File: config.mk
export PLATFORM = sky130hd
export DESIGN_NAME = serial_add_collector
export DESIGN_NICKNAME = d
export VERILOG_FILES = /design/src/rtl/serial_add_collector.sv
export SDC_FILE = /design/constraint.sdc
export NUM_CORES = 1
export LEC_CHECK = 0
export CAP_MARGIN = 20
export CORE_MARGIN = 8
export CORE_UTILIZATION = 48
export DETAILED_ROUTE_END_ITERATION = 10
export PLACE_DENSITY = 0.8
export SETUP_SLACK_MARGIN = 0.2
export SYNTH_ARGS = -nofsm -noshare
export SYNTH_HDL_FRONTEND = slang
export SYNTH_SLANG_ARGS = --single-unit
File: constraint.sdc
create_clock -name clk -period 1.4 [get_ports clk]
set_input_delay 0.28 -clock clk [delete_from_list [all_inputs] [get_ports clk]]
set_output_delay 0.28 -clock clk [all_outputs]
set_load 0.01 [all_outputs]
File: src/rtl/serial_add_collector.sv
// serial_add_collector: bit-serial LSB-first adder that collects WIDTH sum bits and flags completion.
// Define SERIAL_ADD_SAT_EN to make an overflowing result saturate to all ones.
module serial_add_collector #(
  parameter int WIDTH = 8
) (
  input  logic                         clk,
  input  logic                         rst,
  input  logic                         start,
  input  logic                         bit_valid,
  input  logic                         a_bit,
  input  logic                         b_bit,
  output logic                         busy,
  output logic                         done,
  output logic [WIDTH-1:0]             sum_out,
  output logic                         carry_out,
  output logic [$clog2(WIDTH+1)-1:0]   bit_count
);
  localparam int CW = $clog2(WIDTH+1);
  localparam logic [1:0] IDLE  = 2'd0;
  localparam logic [1:0] SHIFT = 2'd1;
  localparam logic [1:0] DONE  = 2'd2;
  logic [1:0]       state;
  logic             carry;
  logic [WIDTH-1:0] shreg;
  logic             s;
  logic             c_nxt;
  logic             last;
  logic [WIDTH-1:0] sh_nxt;
  logic [WIDTH-1:0] res;
  assign s      = a_bit ^ b_bit ^ carry;
  assign c_nxt  = (a_bit & b_bit) | (carry & (a_bit ^ b_bit));
  assign sh_nxt = {s, shreg[WIDTH-1:1]};
  assign last   = bit_count == CW'(WIDTH-1);
`ifdef SERIAL_ADD_SAT_EN
  assign res = c_nxt ? '1 : sh_nxt;
`else
  assign res = sh_nxt;
`endif
  // start wins in every state, so a restart mid-SHIFT drops that cycle's pair
  always_ff @(posedge clk or posedge rst) begin
    if (rst) begin
      state     <= IDLE;
      busy      <= 1'b0;
      done      <= 1'b0;
      sum_out   <= '0;
      carry_out <= 1'b0;
      bit_count <= '0;
      carry     <= 1'b0;
      shreg     <= '0;
    end else if (start) begin
      state     <= SHIFT;
      busy      <= 1'b1;
      done      <= 1'b0;
      bit_count <= '0;
      carry     <= 1'b0;
      shreg     <= '0;
    end else if (state == SHIFT && bit_valid) begin
      carry     <= c_nxt;
      shreg     <= sh_nxt;
      bit_count <= bit_count + CW'(1);
      if (last) begin
        state     <= DONE;
        busy      <= 1'b0;
        done      <= 1'b1;
        sum_out   <= res;
        carry_out <= c_nxt;
      end
    end
  end
endmodule

==> Implementation_results.wiki <==
{| class="wikitable"
! Metric !! Value
|-
| Filler cell count || between 100 and 150
|-
| Leading cell types in the layout, fill and taps excluded || 22 x sky130_fd_sc_hd__dfrtp_1, 18 x sky130_fd_sc_hd__nand2_1, 16 x sky130_fd_sc_hd__buf_4, 13 x sky130_fd_sc_hd__buf_6
|-
| Tightest slew margin relative to the limit || 0.812
|-
| Dominant delay contributor by cell family on the critical path || simple AND/OR/NAND/NOR gates
|-
| Synthesis-to-finish area growth || 47.2%
|-
| Part of the Yosys area used for sequential elements || 0.584
|-
| Starting density of the core || 0.508
|-
| Number of different library cells in the post-synthesis netlist || 21
|-
| Period Utilization, post-route || 1.00
|-
| RSZ-0062 raised after global routing || yes
|-
| Mapped cell area || about 990 sq um
|-
| Classification of the worst setup path || reg -> reg
|-
| Weighted congestion at the end of routability-driven global placement || approximately 0.77
|-
| Arrival time of the worst setup path || 1.66 ns
|-
| Slew of the pin with the lowest slew margin || roughly 0.28 ns
|-
| Worst-case reg-to-reg path depth || 5
|-
| Cell leakage power || roughly 0.00075 uW
|-
| Time the final worst path needs with I/O delays and setup || around 1.4 ns
|-
| R2R Setup Slk || -0.0009 ns
|-
| Post-synthesis async set-or-reset flop share || 1.00
|-
| Share of post-route cells with drive strength above 1 || 0.504
|-
| Final Core Density || 0.747
|-
| Via count of the first global-routing pass || 830
|-
| DRC viols || 0
|-
| Area occupied by multi-input gates || 430 sq um
|-
| Overall track demand over capacity in global routing || 0.144
|-
| Number of nets with antenna violations after routing || 0
|-
| Number of endpoints with negative hold slack in the final report || 0
|-
| Number of synthesized register bits || 23
|-
| Clock latency reported for the late side of the worst-skew pair || 0.32 ns
|-
| Post-Syn Nets || 90
|-
| WP buf/inv || 2
|-
| Cell type with the highest occurrence count on the critical path || sky130_fd_sc_hd__buf_4
|-
| Setup ws final || -0.000907 ns
|-
| Number of antenna violations at the first check in global routing || 0
|-
| Result of the run || complete, but fails checks
|-
| Type of element capturing the critical path || flop
|-
| Required time of the critical path || about 1.7 ns
|-
| Total detailed-routing wirelength || ~2400 microns
|-
| Die H || just over 60 microns
|-
| Max_cap viols || 0
|-
| Die X || around 61 microns
|-
| Critical Path, Cell by Cell || buf_4 -> buf_4 -> nand3b_1 -> or3_4 -> a21oi_2
|-
| Vias post-DR || slightly above 800
|-
| Num rows || 16
|-
| Clock buffer count from CTS || 3
|-
| Worst IR Drop VDD || roughly 0.7 mV
|-
| Count of pins on the block boundary || 21
|-
| Cell total after placement || around 130
|-
| Clock buffer depth || 2
|-
| Dominant synthesized flop cell || sky130_fd_sc_hd__dfrtp_1
|-
| Violations in the final reports || setup timing
|-
| Skew final || roughly 0.005 ns
|-
| Total Die Area || approximately 3800 sq um
|-
| CP Max Fanout || 2
|-
| Half-perimeter wire length after detailed placement || 1470 microns
|-
| Number of instances in the synthesized netlist || just over 80
|-
| Count of flip-flops with a built-in enable after synthesis || 0
|-
| Reg-to-Reg Start || state[1]
|-
| R2R Path End || bit_count[2]
|-
| 1st-iter DRT viols || 14
|-
| Synthesized area divided by synthesized cell count || roughly 12 sq um
|-
| Class of the tightest hold or removal check || in -> async
|-
| Final Power || around 1200 uW
|-
| Final slew viol count || 0
|-
| Sink count of the clock tree || 23
|-
| Slowest stage cell on the critical path || sky130_fd_sc_hd__dfrtp_1
|-
| Number of H-tree levels || 1
|-
| Final count of negative-setup-slack endpoints || 1
|-
| Largest net degree at the start of global routing || 24
|-
| Slowest stage delay, CP || just over 0.4 ns
|-
| Total grt overflow || 0
|-
| Clock transition at the register clock pins on the worst setup and hold paths after CTS || 0.13 ns
|-
| Post-DR wirelength/cell || ~15 microns
|-
| Clock tree from TritonCTS || yes
|-
| Antenna diode count || 0
|-
| Type of origin of the critical path || flop
|-
| PD cells || 794 nW/um^2
|-
| Final cell count without fillers || approximately 150
|-
| Clock Root Buffer || sky130_fd_sc_hd__clkbuf_4
|-
| Wire length of the first global-routing pass || about 4000 microns
|-
| Count of buffers inserted at the top-level ports || 20
|-
| Commonest non-fill, non-tap cell in the layout || sky130_fd_sc_hd__dfrtp_1
|-
| Via density per instance || around 5.3
|-
| Drt pass-1 iters || 4
|-
| Area of all sequential standard cells || slightly below 600 sq um
|-
| Net count reported at finish || between 100 and 150
|-
| Syn. warnings || 0
|-
| Maximum frequency from static timing analysis || roughly 700 MHz
|-
| Core box area || 1940 sq um
|}
## state kept, by name (all words and copies together) (netlist names)
signal	cells
carry	1
shreg	7
sum_out	8
state	2
bit_count	4
carry_out	1
## tightest hold or removal path: cells and delay by family
kind | cells | cell delay, ns
buffers and inverters | 3 | 0.73
## metrics by stage
stage	TNS (ns)	setup WS (ns)	hold slack, ns	cell area, sq um
floorplan	0	0.0440	0.282	988
global placement	-2.67	-0.259	0.495	1270
detailed placement	-3.54	-0.334	0.494	1270
CTS	0	0.00884	0.294	1410
global route	-0.110	-0.0418	0.323	1450
finish	-0.000907	-0.000907	0.283	1450
## cell usage after synthesis (2+ instances only)
cell type / count / share of area
sky130_fd_sc_hd__nand2_1: 18 / 0.069
sky130_fd_sc_hd__mux2_2: 2 / 0.023
sky130_fd_sc_hd__clkbuf_1: 2 / 0.0076
sky130_fd_sc_hd__mux2_4: 8 / 0.12
sky130_fd_sc_hd__nor2_1: 2 / 0.0076
sky130_fd_sc_hd__o21ai_0: 2 / 0.010
sky130_fd_sc_hd__dfrtp_1: 23 / 0.58
sky130_fd_sc_hd__inv_1: 3 / 0.011
sky130_fd_sc_hd__a21oi_1: 10 / 0.051
## timing repair
action	4_1_cts	5_1_grt
pin swaps	4	0
endpoints found under the setup margin	28	28
hold buffers	0	0
cloned	0	0
setup buffers	15	1
gates resized for setup	72	13
## logic make-up after synthesis
family / after synthesis / synth area share
mux: 10 / 0.145
flops: 23 / 0.584
simple gates: 26 / 0.126
xor+xnor: 1 / 0.00888
buf+inv: 7 / 0.0355
fa+ha+maj: 2 / 0.0330
compound gates: 13 / 0.0685
## worst max path at each step
stage / from / end / slack, ns / depth (start not counted)
finish: state[1] / bit_count[2] / -0.0009 / 5
global route: state[1] / bit_count[3] / -0.04 / 5
CTS: state[1] / bit_count[3] / 0.009 / 5
detailed placement: bit_valid / sum_out[7] / -0.33 / 5
global placement: bit_valid / sum_out[4] / -0.26 / 5
floorplan: state[1] / carry_out / 0.04 / 4
## final cells by class
cell class                      count  share of cell area
Inverter                            3             0.00776
Clock buffer                        3              0.0155
Sequential cell                    23               0.397
Timing Repair Buffer               45               0.256
Clock inverter                      1             0.00345
Multi-Input combinational cell     52               0.297
Tap cell                           27              0.0233
## layer usage
layer / up-vias / wire [microns] / global-route usage
met1: 419 / 984 / 0.174
met4: 0 / 36 / 0.0598
met5: - / 0 / 0
li1: 368 / - / -
met2: 23 / 1250 / 0.239
met3: 4 / 105 / 0.0334
## where the power goes
group	internal, uW	leakage, uW	switching, uW	total, uW
registers	677	0.000312	12.6	689
logic	80.6	0.000423	73.0	154
clock network	107	0.0000177	202	310
Power figures use the tool's default switching activity.
